$ cat src/rtl/prefetch_issue_queue_if.sv
// Handshake bundle between the prefetcher, the issue queue and the lower-level cache.
// The queue connects through the slave modport; the driving side uses master.
interface prefetch_issue_queue_if #(
    parameter int WIDTH           = 64,
    parameter int DEPTH           = 8,
    parameter int MAX_OUTSTANDING = 4
);
    logic [WIDTH-1:0]                       pf_address_i;
    logic                                   pf_valid_i;
    logic                                   flush_i;
    logic                                   lo_ready_i;
    logic                                   lo_resp_valid_i;
    logic [WIDTH-1:0]                       lo_address_o;
    logic                                   lo_valid_o;
    logic                                   drop_full_o;
    logic                                   drop_dup_o;
    logic [$clog2(DEPTH+1)-1:0]             occupancy_o;
    logic [$clog2(MAX_OUTSTANDING+1)-1:0]   outstanding_o;

    modport slave (
        input  pf_address_i, pf_valid_i, flush_i, lo_ready_i, lo_resp_valid_i,
        output lo_address_o, lo_valid_o, drop_full_o, drop_dup_o, occupancy_o, outstanding_o
    );

    modport master (
        output pf_address_i, pf_valid_i, flush_i, lo_ready_i, lo_resp_valid_i,
        input  lo_address_o, lo_valid_o, drop_full_o, drop_dup_o, occupancy_o, outstanding_o
    );
endinterface

$ cat src/rtl/prefetch_issue_queue.sv
// Circular prefetch FIFO with line-granular dedup against queued entries,
// valid/ready issue to the lower level and an outstanding-request throttle.
module prefetch_issue_queue #(
    parameter int WIDTH           = 64,
    parameter int DEPTH           = 8,
    parameter int LOGLINE         = 6,
    parameter int MAX_OUTSTANDING = 4
) (
    input  logic                  clk,
    input  logic                  rst,
    prefetch_issue_queue_if.slave bus
);
    localparam int LW = WIDTH - LOGLINE;
    localparam int PW = $clog2(DEPTH);
    localparam int CW = $clog2(DEPTH + 1);
    localparam int OW = $clog2(MAX_OUTSTANDING + 1);
    localparam logic [CW-1:0] FULL_CNT = CW'(DEPTH);
    localparam logic [OW-1:0] MAX_OUT  = OW'(MAX_OUTSTANDING);

    logic [LW-1:0]    r_line [DEPTH];
    logic [DEPTH-1:0] r_valid;
    logic [PW-1:0]    r_head;
    logic [PW-1:0]    r_tail;
    logic [CW-1:0]    r_count;
    logic [OW-1:0]    r_outstanding;
    logic             r_drop_dup;
    logic             r_drop_full;

    logic [LW-1:0]    w_in_line;
    logic [DEPTH-1:0] w_match;
    logic             w_dup;
    logic             w_full;
    logic             w_req;
    logic             w_push;
    logic             w_issue;
    logic             w_pop;
    logic             w_resp;

    assign w_in_line = bus.pf_address_i[WIDTH-1:LOGLINE];

    generate
        for (genvar gi = 0; gi < DEPTH; gi++) begin : g_match
            assign w_match[gi] = r_valid[gi] && (r_line[gi] == w_in_line);
        end
    endgenerate

    // Full check uses the registered count, so a same-cycle pop never makes room.
    assign w_dup   = |w_match;
    assign w_full  = (r_count == FULL_CNT);
    assign w_req   = bus.pf_valid_i && !bus.flush_i;
    assign w_push  = w_req && !w_dup && !w_full;
    assign w_issue = (r_count != '0) && (r_outstanding < MAX_OUT) && !bus.flush_i;
    assign w_pop   = w_issue && bus.lo_ready_i;
    assign w_resp  = bus.lo_resp_valid_i && (r_outstanding != '0);

    always_ff @(posedge clk or negedge rst) begin
        if (!rst) begin
            for (int i = 0; i < DEPTH; i++) begin
                r_line[i] <= '0;
            end
            r_valid <= '0;
        end else if (bus.flush_i) begin
            r_valid <= '0;
        end else begin
            for (int i = 0; i < DEPTH; i++) begin
                if (w_push && (r_tail == PW'(i))) begin
                    r_line[i]  <= w_in_line;
                    r_valid[i] <= 1'b1;
                end else if (w_pop && (r_head == PW'(i))) begin
                    r_valid[i] <= 1'b0;
                end
            end
        end
    end

    always_ff @(posedge clk or negedge rst) begin
        if (!rst) begin
            r_head  <= '0;
            r_tail  <= '0;
            r_count <= '0;
        end else if (bus.flush_i) begin
            r_head  <= '0;
            r_tail  <= '0;
            r_count <= '0;
        end else begin
            if (w_push) r_tail <= r_tail + 1'b1;
            if (w_pop)  r_head <= r_head + 1'b1;
            if (w_push && !w_pop)      r_count <= r_count + 1'b1;
            else if (!w_push && w_pop) r_count <= r_count - 1'b1;
        end
    end

    // Issue can only happen below MAX_OUT, so the increment never overflows.
    always_ff @(posedge clk or negedge rst) begin
        if (!rst) begin
            r_outstanding <= '0;
            r_drop_dup    <= 1'b0;
            r_drop_full   <= 1'b0;
        end else begin
            if (w_pop && !w_resp)      r_outstanding <= r_outstanding + 1'b1;
            else if (!w_pop && w_resp) r_outstanding <= r_outstanding - 1'b1;
            r_drop_dup  <= w_req && w_dup;
            r_drop_full <= w_req && !w_dup && w_full;
        end
    end

    assign bus.lo_address_o  = {r_line[r_head], {LOGLINE{1'b0}}};
    assign bus.lo_valid_o    = w_issue;
    assign bus.drop_dup_o    = r_drop_dup;
    assign bus.drop_full_o   = r_drop_full;
    assign bus.occupancy_o   = r_count;
    assign bus.outstanding_o = r_outstanding;
endmodule
$ cat src/flat_wrapper.sv
// flat-port wrapper written by rule: the top's interface ports become plain ports
module prefetch_issue_queue_flat 
#(
    parameter int WIDTH           = 64,
    parameter int DEPTH           = 8,
    parameter int LOGLINE         = 6,
    parameter int MAX_OUTSTANDING = 4
)
  (clk, rst, bus_pf_address_i, bus_pf_valid_i, bus_flush_i, bus_lo_ready_i, bus_lo_resp_valid_i, bus_lo_address_o, bus_lo_valid_o, bus_drop_full_o, bus_drop_dup_o, bus_occupancy_o, bus_outstanding_o);
  prefetch_issue_queue_if #(.WIDTH(WIDTH), .DEPTH(DEPTH), .MAX_OUTSTANDING(MAX_OUTSTANDING)) bus_i ();
  input  logic clk;
  input  logic rst;
  input wire logic [$bits(bus_i.pf_address_i)-1:0] bus_pf_address_i;
  input wire logic [$bits(bus_i.pf_valid_i)-1:0] bus_pf_valid_i;
  input wire logic [$bits(bus_i.flush_i)-1:0] bus_flush_i;
  input wire logic [$bits(bus_i.lo_ready_i)-1:0] bus_lo_ready_i;
  input wire logic [$bits(bus_i.lo_resp_valid_i)-1:0] bus_lo_resp_valid_i;
  output wire logic [$bits(bus_i.lo_address_o)-1:0] bus_lo_address_o;
  output wire logic [$bits(bus_i.lo_valid_o)-1:0] bus_lo_valid_o;
  output wire logic [$bits(bus_i.drop_full_o)-1:0] bus_drop_full_o;
  output wire logic [$bits(bus_i.drop_dup_o)-1:0] bus_drop_dup_o;
  output wire logic [$bits(bus_i.occupancy_o)-1:0] bus_occupancy_o;
  output wire logic [$bits(bus_i.outstanding_o)-1:0] bus_outstanding_o;
  assign bus_i.pf_address_i = bus_pf_address_i;
  assign bus_i.pf_valid_i = bus_pf_valid_i;
  assign bus_i.flush_i = bus_flush_i;
  assign bus_i.lo_ready_i = bus_lo_ready_i;
  assign bus_i.lo_resp_valid_i = bus_lo_resp_valid_i;
  assign bus_lo_address_o = bus_i.lo_address_o;
  assign bus_lo_valid_o = bus_i.lo_valid_o;
  assign bus_drop_full_o = bus_i.drop_full_o;
  assign bus_drop_dup_o = bus_i.drop_dup_o;
  assign bus_occupancy_o = bus_i.occupancy_o;
  assign bus_outstanding_o = bus_i.outstanding_o;
  prefetch_issue_queue #(.WIDTH(WIDTH), .DEPTH(DEPTH), .LOGLINE(LOGLINE), .MAX_OUTSTANDING(MAX_OUTSTANDING)) u_core (.clk(clk), .rst(rst), .bus(bus_i));
endmodule
$ cat config.mk
export PLATFORM = sky130hd
export DESIGN_NAME = prefetch_issue_queue_flat
export DESIGN_NICKNAME = d
export VERILOG_FILES = /design/src/rtl/prefetch_issue_queue_if.sv /design/src/rtl/prefetch_issue_queue.sv /design/src/flat_wrapper.sv
export SDC_FILE = /design/constraint.sdc
export NUM_CORES = 1
export LEC_CHECK = 0
export BUFFER_PORTS_ARGS = -buffer_cell sky130_fd_sc_hd__buf_4
export CAP_MARGIN = 30
export CORE_MARGIN = 5
export CORE_UTILIZATION = 64
export DETAILED_ROUTE_END_ITERATION = 6
export PLACE_DENSITY_LB_ADDON = 0.12
export SLEW_MARGIN = 10
export SYNTH_ARGS = -nofsm -noshare
export SYNTH_HDL_FRONTEND = slang
export SYNTH_SLANG_ARGS = --single-unit
export TNS_END_PERCENT = 1
$ cat constraint.sdc
create_clock -name clk -period 5.8 [get_ports clk]
set_clock_uncertainty 0.15 [all_clocks]
set_input_delay 1.16 -clock clk [delete_from_list [all_inputs] [get_ports clk]]
set_output_delay 1.16 -clock clk [all_outputs]
set_load 0.005 [all_outputs]
Word level (Yosys, flattened, before mapping)
Cells that the tools add are included.

$add $sub $neg: 6. $mul: 0. Div/mod/pow operators: 0. Order comparisons: 2. Equal/unequal tests: 23. Shift operators: 0. Mux-type cells: 29. Bitwise operators: 2. Reductions and logical operators: 68.

Operators with widths (count): 58-bit equality test (8); 58-bit binary-select mux with 3-bit select (1); 58-bit two-way mux (2); 1-bit logical AND (37); 3-bit nonzero test (10); 3-bit equality test (second input constant) (8); 3-bit two-way mux (6); 1-bit two-way mux (16); 2-bit AND reduction (8); 3-bit by 2-bit equality test with 1-bit output (second input constant) (4); 4-bit two-way mux (3); 3-bit by 1-bit adder with 3-bit output (second input constant) (3); 8-bit two-way mux (1); 8-bit OR reduction (1); 3-bit by 1-bit equality test with 1-bit output (second input constant) (2); 1-bit logical NOT (6); 3-bit logical NOT (2); 2-bit nonzero test (3); 4-bit by 1-bit adder with 4-bit output (second input constant) (1); 4-bit equality test (second input constant) (1); 4-bit >= comparator (second input constant) (1); 3-bit NOT with 4-bit output (1); 4-bit nonzero test (1); 4-bit by 1-bit subtractor with 4-bit output (second input constant) (1); other kinds (3) (3).

Bits in registers: 487. Bits in latches: 0. RAM bits: 0. ROM bits: 0. Input bits: 70. Word-level logic and storage cells: 152. Memories kept: 0.

Logic depth before layout (Yosys ltp)
Depth after elaboration: 11. Gate-level depth with buffers: 18. Gate-level depth less buffers: 14.

Worst setup path before layout
Ideal clock, no wire load.

Path kind: input -> register. From: input bus_pf_address_i[20]. To: register u_core.r_count[3], in the netlist u_core.bus.occupancy_o[3]. Setup time: 69 ps. Arrival time: 4105 ps. Path slack: 1476 ps. Stages: 17. Path buffers: 3. Cells stage by stage: buf_2 -> xor2_1 -> nor4_1 -> nand4_1 -> or4b_1 -> o22ai_1 -> nor4_1 -> and2_4 -> buf_8 -> buf_2 -> nand2_1 -> ha_1 -> a21o_1 -> a21oi_1 -> nor4b_1 -> o21bai_1 -> nand3_1.

Longest elaborated chain between the ends: 9.

Ends and longest elaborated chain: start: declaration (line flat_wrapper.sv:13) `input wire logic [$bits(bus_i.pf_address_i)-1:0] bus_pf_address_i;`; 58-bit equality test (line prefetch_issue_queue.sv:43) `assign w_match[gi] = r_valid[gi] && (r_line[gi] == w_in_line);`; 1-bit logical AND (line prefetch_issue_queue.sv:43); 8-bit OR reduction * (line prefetch_issue_queue.sv:48) `assign w_dup = |w_match;`; 1-bit logical NOT * (line prefetch_issue_queue.sv:51) `assign w_push = w_req && !w_dup && !w_full;`; 1-bit logical AND * (2 in a row) (line prefetch_issue_queue.sv:51); 1-bit logical AND / 1-bit logical NOT (equally long branches) (line prefetch_issue_queue.sv:88, prefetch_issue_queue.sv:89); 4-bit two-way mux / 1-bit logical AND (equally long branches) (line prefetch_issue_queue.sv:88, prefetch_issue_queue.sv:89); 4-bit two-way mux / 3-bit nonzero test (equally long branches); end signal: assignment (line prefetch_issue_queue.sv:88) `if (w_push && !w_pop) r_count <= r_count + 1'b1;`; end signal: assignment (line prefetch_issue_queue.sv:89) `else if (!w_push && w_pop) r_count <= r_count - 1'b1;`; end: declaration (line prefetch_issue_queue.sv:24) `logic [CW-1:0] r_count;`.

Every way passes the cells marked *; elsewhere a longest branch is shown, timed or not. A chain may end at the register's enable or synchronous reset.

Worst setup path after layout
From: input bus_pf_address_i[41]. To: register u_core.r_count[3], in the netlist u_core.bus.occupancy_o[3].

Same word-level chain as after synthesis.

==> flow_summary.html <==
<table>
<tr><th>Metric</th><th>Value</th></tr>
<tr><th colspan="2">Clock tree</th></tr>
<tr><td>Largest buffer count on any clock path</td><td>3</td></tr>
<tr><td>Number of buffers added by the clock tree synthesis step</td><td>53</td></tr>
<tr><td>H-tree depth</td><td>2</td></tr>
<tr><td>Number of buffers inserted for hold repair after clock tree synthesis</td><td>0</td></tr>
<tr><td>Resized Gates After CTS</td><td>0</td></tr>
<tr><td>Clk sink count</td><td>487</td></tr>
<tr><td>Number of setup buffers added after CTS</td><td>0</td></tr>
<tr><td>Clock latency reported for the late side of the worst-skew pair</td><td>0.63 ns</td></tr>
<tr><td>CTS tree</td><td>built</td></tr>
<tr><td>Master cell of the clock root buffer</td><td>clkbuf_16</td></tr>
<tr><td>Clock slew seen by the registers of the worst setup and hold paths</td><td>0.06 ns</td></tr>
<tr><th colspan="2">Global routing</th></tr>
<tr><td>Initial antenna violation count</td><td>6</td></tr>
<tr><td>Via count of the first global-routing pass</td><td>23600</td></tr>
<tr><td>Total grt overflow</td><td>0</td></tr>
<tr><td>Total track usage</td><td>46.8%</td></tr>
<tr><td>Global-route wire length before repair</td><td>171 mm</td></tr>
<tr><td>Largest net degree at the start of global routing</td><td>132</td></tr>
<tr><th colspan="2">Synthesis</th></tr>
<tr><td>Top cells by area, synth</td><td>dfrtp_1, mux2_2, mux4_2</td></tr>
<tr><td>Number of enable flip-flop cells after synthesis</td><td>0</td></tr>
<tr><td>Dominant cell type by area after synthesis</td><td>dfrtp_1</td></tr>
<tr><td>Synthesized netlist cell count</td><td>2621</td></tr>
<tr><td>Average instance area after synthesis</td><td>11.5 um2</td></tr>
<tr><td>FFs w/ async S/R, synth</td><td>100%</td></tr>
<tr><td>Synth warn</td><td>0</td></tr>
<tr><td>Number of different library cells in the post-synthesis netlist</td><td>61</td></tr>
<tr><td>Sequential share of the synthesized area</td><td>40.3%</td></tr>
<tr><td>Flop and latch count out of synthesis</td><td>487</td></tr>
<tr><td>Most used flip-flop cell after synthesis</td><td>dfrtp_1</td></tr>
<tr><td>Cell area after synthesis</td><td>30200 um2</td></tr>
<tr><td>Proportion of netlist area held by the largest area contributor</td><td>40.3%</td></tr>
<tr><th colspan="2">Detailed routing</th></tr>
<tr><td>Routed wire length</td><td>122 mm</td></tr>
<tr><td>Number of DRC violations after detailed routing</td><td>0</td></tr>
<tr><td>Routed length per instance</td><td>36.8 um</td></tr>
<tr><td>Starting DRT DRC Count</td><td>3458</td></tr>
<tr><td>First-pass detailed-route iteration total</td><td>6</td></tr>
<tr><td>Via Count</td><td>23800</td></tr>
<tr><td>Number of vias per cell</td><td>7.21</td></tr>
<tr><td>Remaining antenna violation count</td><td>0</td></tr>
<tr><th colspan="2">Worst hold path</th></tr>
<tr><td>Worst hold path cell count</td><td>1</td></tr>
<tr><td>Source of the worst hold timing path</td><td>u_core.r_line[287]</td></tr>
<tr><td>Path category of the worst min-delay check</td><td>flop to flop</td></tr>
<tr><td>Hold Crit Endpoint</td><td>u_core.r_line[287]</td></tr>
<tr><th colspan="2">Place</th></tr>
<tr><td>Final GP Congestion</td><td>1.17</td></tr>
<tr><td>Count of buffers from port buffering</td><td>131</td></tr>
<tr><td>Estimated wirelength of the detail-placed design</td><td>91.0 mm</td></tr>
<tr><td>Instance area after placement</td><td>31400 um2</td></tr>
<tr><th colspan="2">Pwr</th></tr>
<tr><td>Standby leakage power</td><td>14.7 nW</td></tr>
<tr><td>Worst IR Drop VDD</td><td>0.000431 V</td></tr>
<tr><td>Ratio of total power to cell area</td><td>483 nW/um2</td></tr>
<tr><th colspan="2">Cells and area</th></tr>
<tr><td>Fin nets</td><td>2742</td></tr>
<tr><td>Final cell area excluding filler cells</td><td>33300 um2</td></tr>
<tr><td>Synth-to-Final Area Change</td><td>10.3%</td></tr>
<tr><td>Share of post-route cells with drive strength above 1</td><td>30.3%</td></tr>
<tr><th colspan="2">Floorplanning</th></tr>
<tr><td>Site Rows</td><td>79</td></tr>
<tr><td>Area of the die</td><td>51700 um2</td></tr>
<tr><td>Die extent in x</td><td>227 um</td></tr>
<tr><td>Height of the die</td><td>227 um</td></tr>
<tr><td>Number of top-level design ports</td><td>144</td></tr>
<tr><td>Starting density of the core</td><td>64.8%</td></tr>
<tr><td>Area of the core</td><td>46700 um2</td></tr>
<tr><th colspan="2">Setup path</th></tr>
<tr><td>Capturing point of the worst reg2reg path</td><td>u_core.bus.occupancy_o[3]</td></tr>
<tr><td>Slowest stage delay, CP</td><td>0.47 ns</td></tr>
<tr><td>Endpoint kind of the worst setup timing path</td><td>flop</td></tr>
<tr><td>Arrival time worst endpoint</td><td>5.02 ns</td></tr>
<tr><td>R2R cell count</td><td>16</td></tr>
<tr><td>Slowest stage cell on the critical path</td><td>xnor2_1</td></tr>
<tr><td>Register-to-register setup slack</td><td>1.52 ns</td></tr>
<tr><td>Critical Path Start Type</td><td>input port</td></tr>
<tr><td>Buf+Inv Stages, Crit Path</td><td>4</td></tr>
<tr><td>Worst reg2reg path startpoint</td><td>u_core.r_line[344]</td></tr>
<tr><td>Crit path kind</td><td>input port to flop</td></tr>
<tr><td>Most repeated library cell on the critical path</td><td>buf_4</td></tr>
<tr><td>Worst-path maximum fanout</td><td>21</td></tr>
<tr><td>Req. time, crit path</td><td>6.15 ns</td></tr>
<tr><td>Ordered cell list for the critical path</td><td>buf_4, xnor2_1, nand4_1, nor4_1, buf_4, nand4_1, o22ai_1, nor4_1, buf_4, and2_4, nand2_1, ha_1, a21o_1, a21oi_1, buf_4, nor4_1, o21ai_0, nand3_1</td></tr>
<tr><td>Crit-path leading delay family</td><td>simple AND/OR/NAND/NOR gates</td></tr>
<tr><th colspan="2">Outcome</th></tr>
<tr><td>Run status</td><td>completed</td></tr>
<tr><th colspan="2">STA</th></tr>
<tr><td>Post-route setup TNS</td><td>0 ns</td></tr>
<tr><td>Maximum operating frequency</td><td>214 MHz</td></tr>
<tr><td>Min cycle time layout</td><td>4.67 ns</td></tr>
<tr><td>Number of pins with negative max-slew slack in the final report</td><td>0</td></tr>
<tr><td>Hold Vio Cnt, Final</td><td>0</td></tr>
<tr><td>Slew Limit Headroom</td><td>32.7%</td></tr>
<tr><td>Tcrit/Tclk final</td><td>80.5%</td></tr>
<tr><td>Worst-margin pin slew</td><td>1.00 ns</td></tr>
<tr><td>Final setup vio count</td><td>0</td></tr>
<tr><td>Unrepaired setup endpoints after global routing</td><td>no</td></tr>
<tr><th colspan="2">Job</th></tr>
<tr><td>Number of max-capacitance violations reported</td><td>0</td></tr>
</table>
-- state kept, by name (all words and copies together), names as in the netlist --
signal,flops
u_core.r_tail,3
u_core.r_valid,8
u_core.bus.outstanding_o,3
u_core.bus.occupancy_o,4
u_core.bus.drop_full_o,1
u_core.bus.drop_dup_o,1
u_core.r_line,464
u_core.r_head,3
-- synthesized netlist by cell type (all sizes together), types with 3 or more instances --
cell type	number
a2111oi	5
a21oi	4
a221oi	4
a22o	4
buf	177
clkbuf	37
dfrtp	487
ha	15
inv	78
mux2	440
mux2i	27
mux4	116
nand2	241
nand2b	174
nand3	36
nand3b	9
nand4	132
nand4b	9
nand4bb	3
nor2	19
nor2b	14
nor3	21
nor3b	4
nor4	69
nor4b	13
nor4bb	7
o2111ai	43
o21ai	26
o22ai	20
o31ai	4
or4	5
or4b	3
xnor2	272
xor2	80
-- worst max path at each step --
stage	cells after the start	startpoint	slack, ns	to
finish	18	bus_pf_address_i[41]	1.13	u_core.bus.occupancy_o[3]
global route	18	bus_pf_address_i[41]	1.07	u_core.bus.occupancy_o[3]
CTS	19	bus_pf_address_i[21]	1.31	u_core.bus.occupancy_o[3]
detailed placement	17	bus_pf_address_i[33]	0.70	u_core.bus.occupancy_o[3]
global placement	17	bus_pf_address_i[33]	0.81	u_core.bus.occupancy_o[3]
floorplan	17	bus_pf_address_i[20]	1.48	u_core.bus.occupancy_o[3]
-- final cells by class --
cell class,instances,area (um2)
clock buffers,75,1550
well taps,607,759
multi-input cells,1846,16500
fillers,3275,13300
clock inverters,22,347
inverters,79,297
diodes,2,5.00
flip-flops and latches,487,12200
repair buffers,188,1710
-- per-stage QoR --
stage	setup slack (ns)	std cells	power, mW	hold WS, ns	util (%)
floorplan	1.48	2626	9.19	0.340	-
global placement	0.806	3207	11.9	0.355	67.4
detailed placement	0.696	3207	12.1	0.377	67.4
CTS	1.31	3304	15.8	0.391	71.4
global route	1.07	3304	16.5	0.407	71.4
finish	1.13	3306	16.1	0.390	71.4
-- layout by cell type, fill, tap and decap left out, types with 13 or more instances in the layout --
cell,n
o21ai_0,26
nor3_1,21
o2111ai_1,43
ha_1,15
buf_12,23
mux2_4,27
xnor2_1,272
xor2_1,80
nor4b_1,13
nand2_1,239
clkbuf_16,54
nor4_1,69
inv_1,78
nand4_1,132
mux2_2,380
dfrtp_1,484
nand2b_1,174
o22ai_1,20
mux2_1,33
mux2i_1,27
mux4_2,116
nor2_1,19
buf_4,164
nand3_1,30
nor2b_1,14
-- report_power, final --
group          total, mW  internal [mW]  switching [mW]
sequential          5.88           4.47            1.41
clock               3.74           2.22            1.52
combinational       6.49           3.06            3.43
total               16.1           9.76            6.35
-- cells by family (layout without fill, tap and decap cells) --
| family | count (synthesis) | count (layout) | share of synthesized area (%) |
|---|---|---|---|
| other cells | 1 | 8 | 0.0124 |
| buf+inv | 293 | 364 | 5.21 |
| flops | 487 | 487 | 40.3 |
| compound gates | 118 | 118 | 2.87 |
| xor+xnor | 352 | 352 | 10.2 |
| mux | 583 | 583 | 26.3 |
| simple gates | 770 | 770 | 14.3 |
| fa+ha+maj | 17 | 17 | 0.754 |
-- layer usage --
metal / part of all wire, % / up-vias / track usage [%]
met3: 10 / 472 / 10.9
met1: 36 / 12200 / 59.0
li1: - / 9464 / -
met5: 0.033 / - / 0
met4: 10 / 6 / 34.5
met2: 44 / 1714 / 70.9
Power figures use the tool's default switching activity.
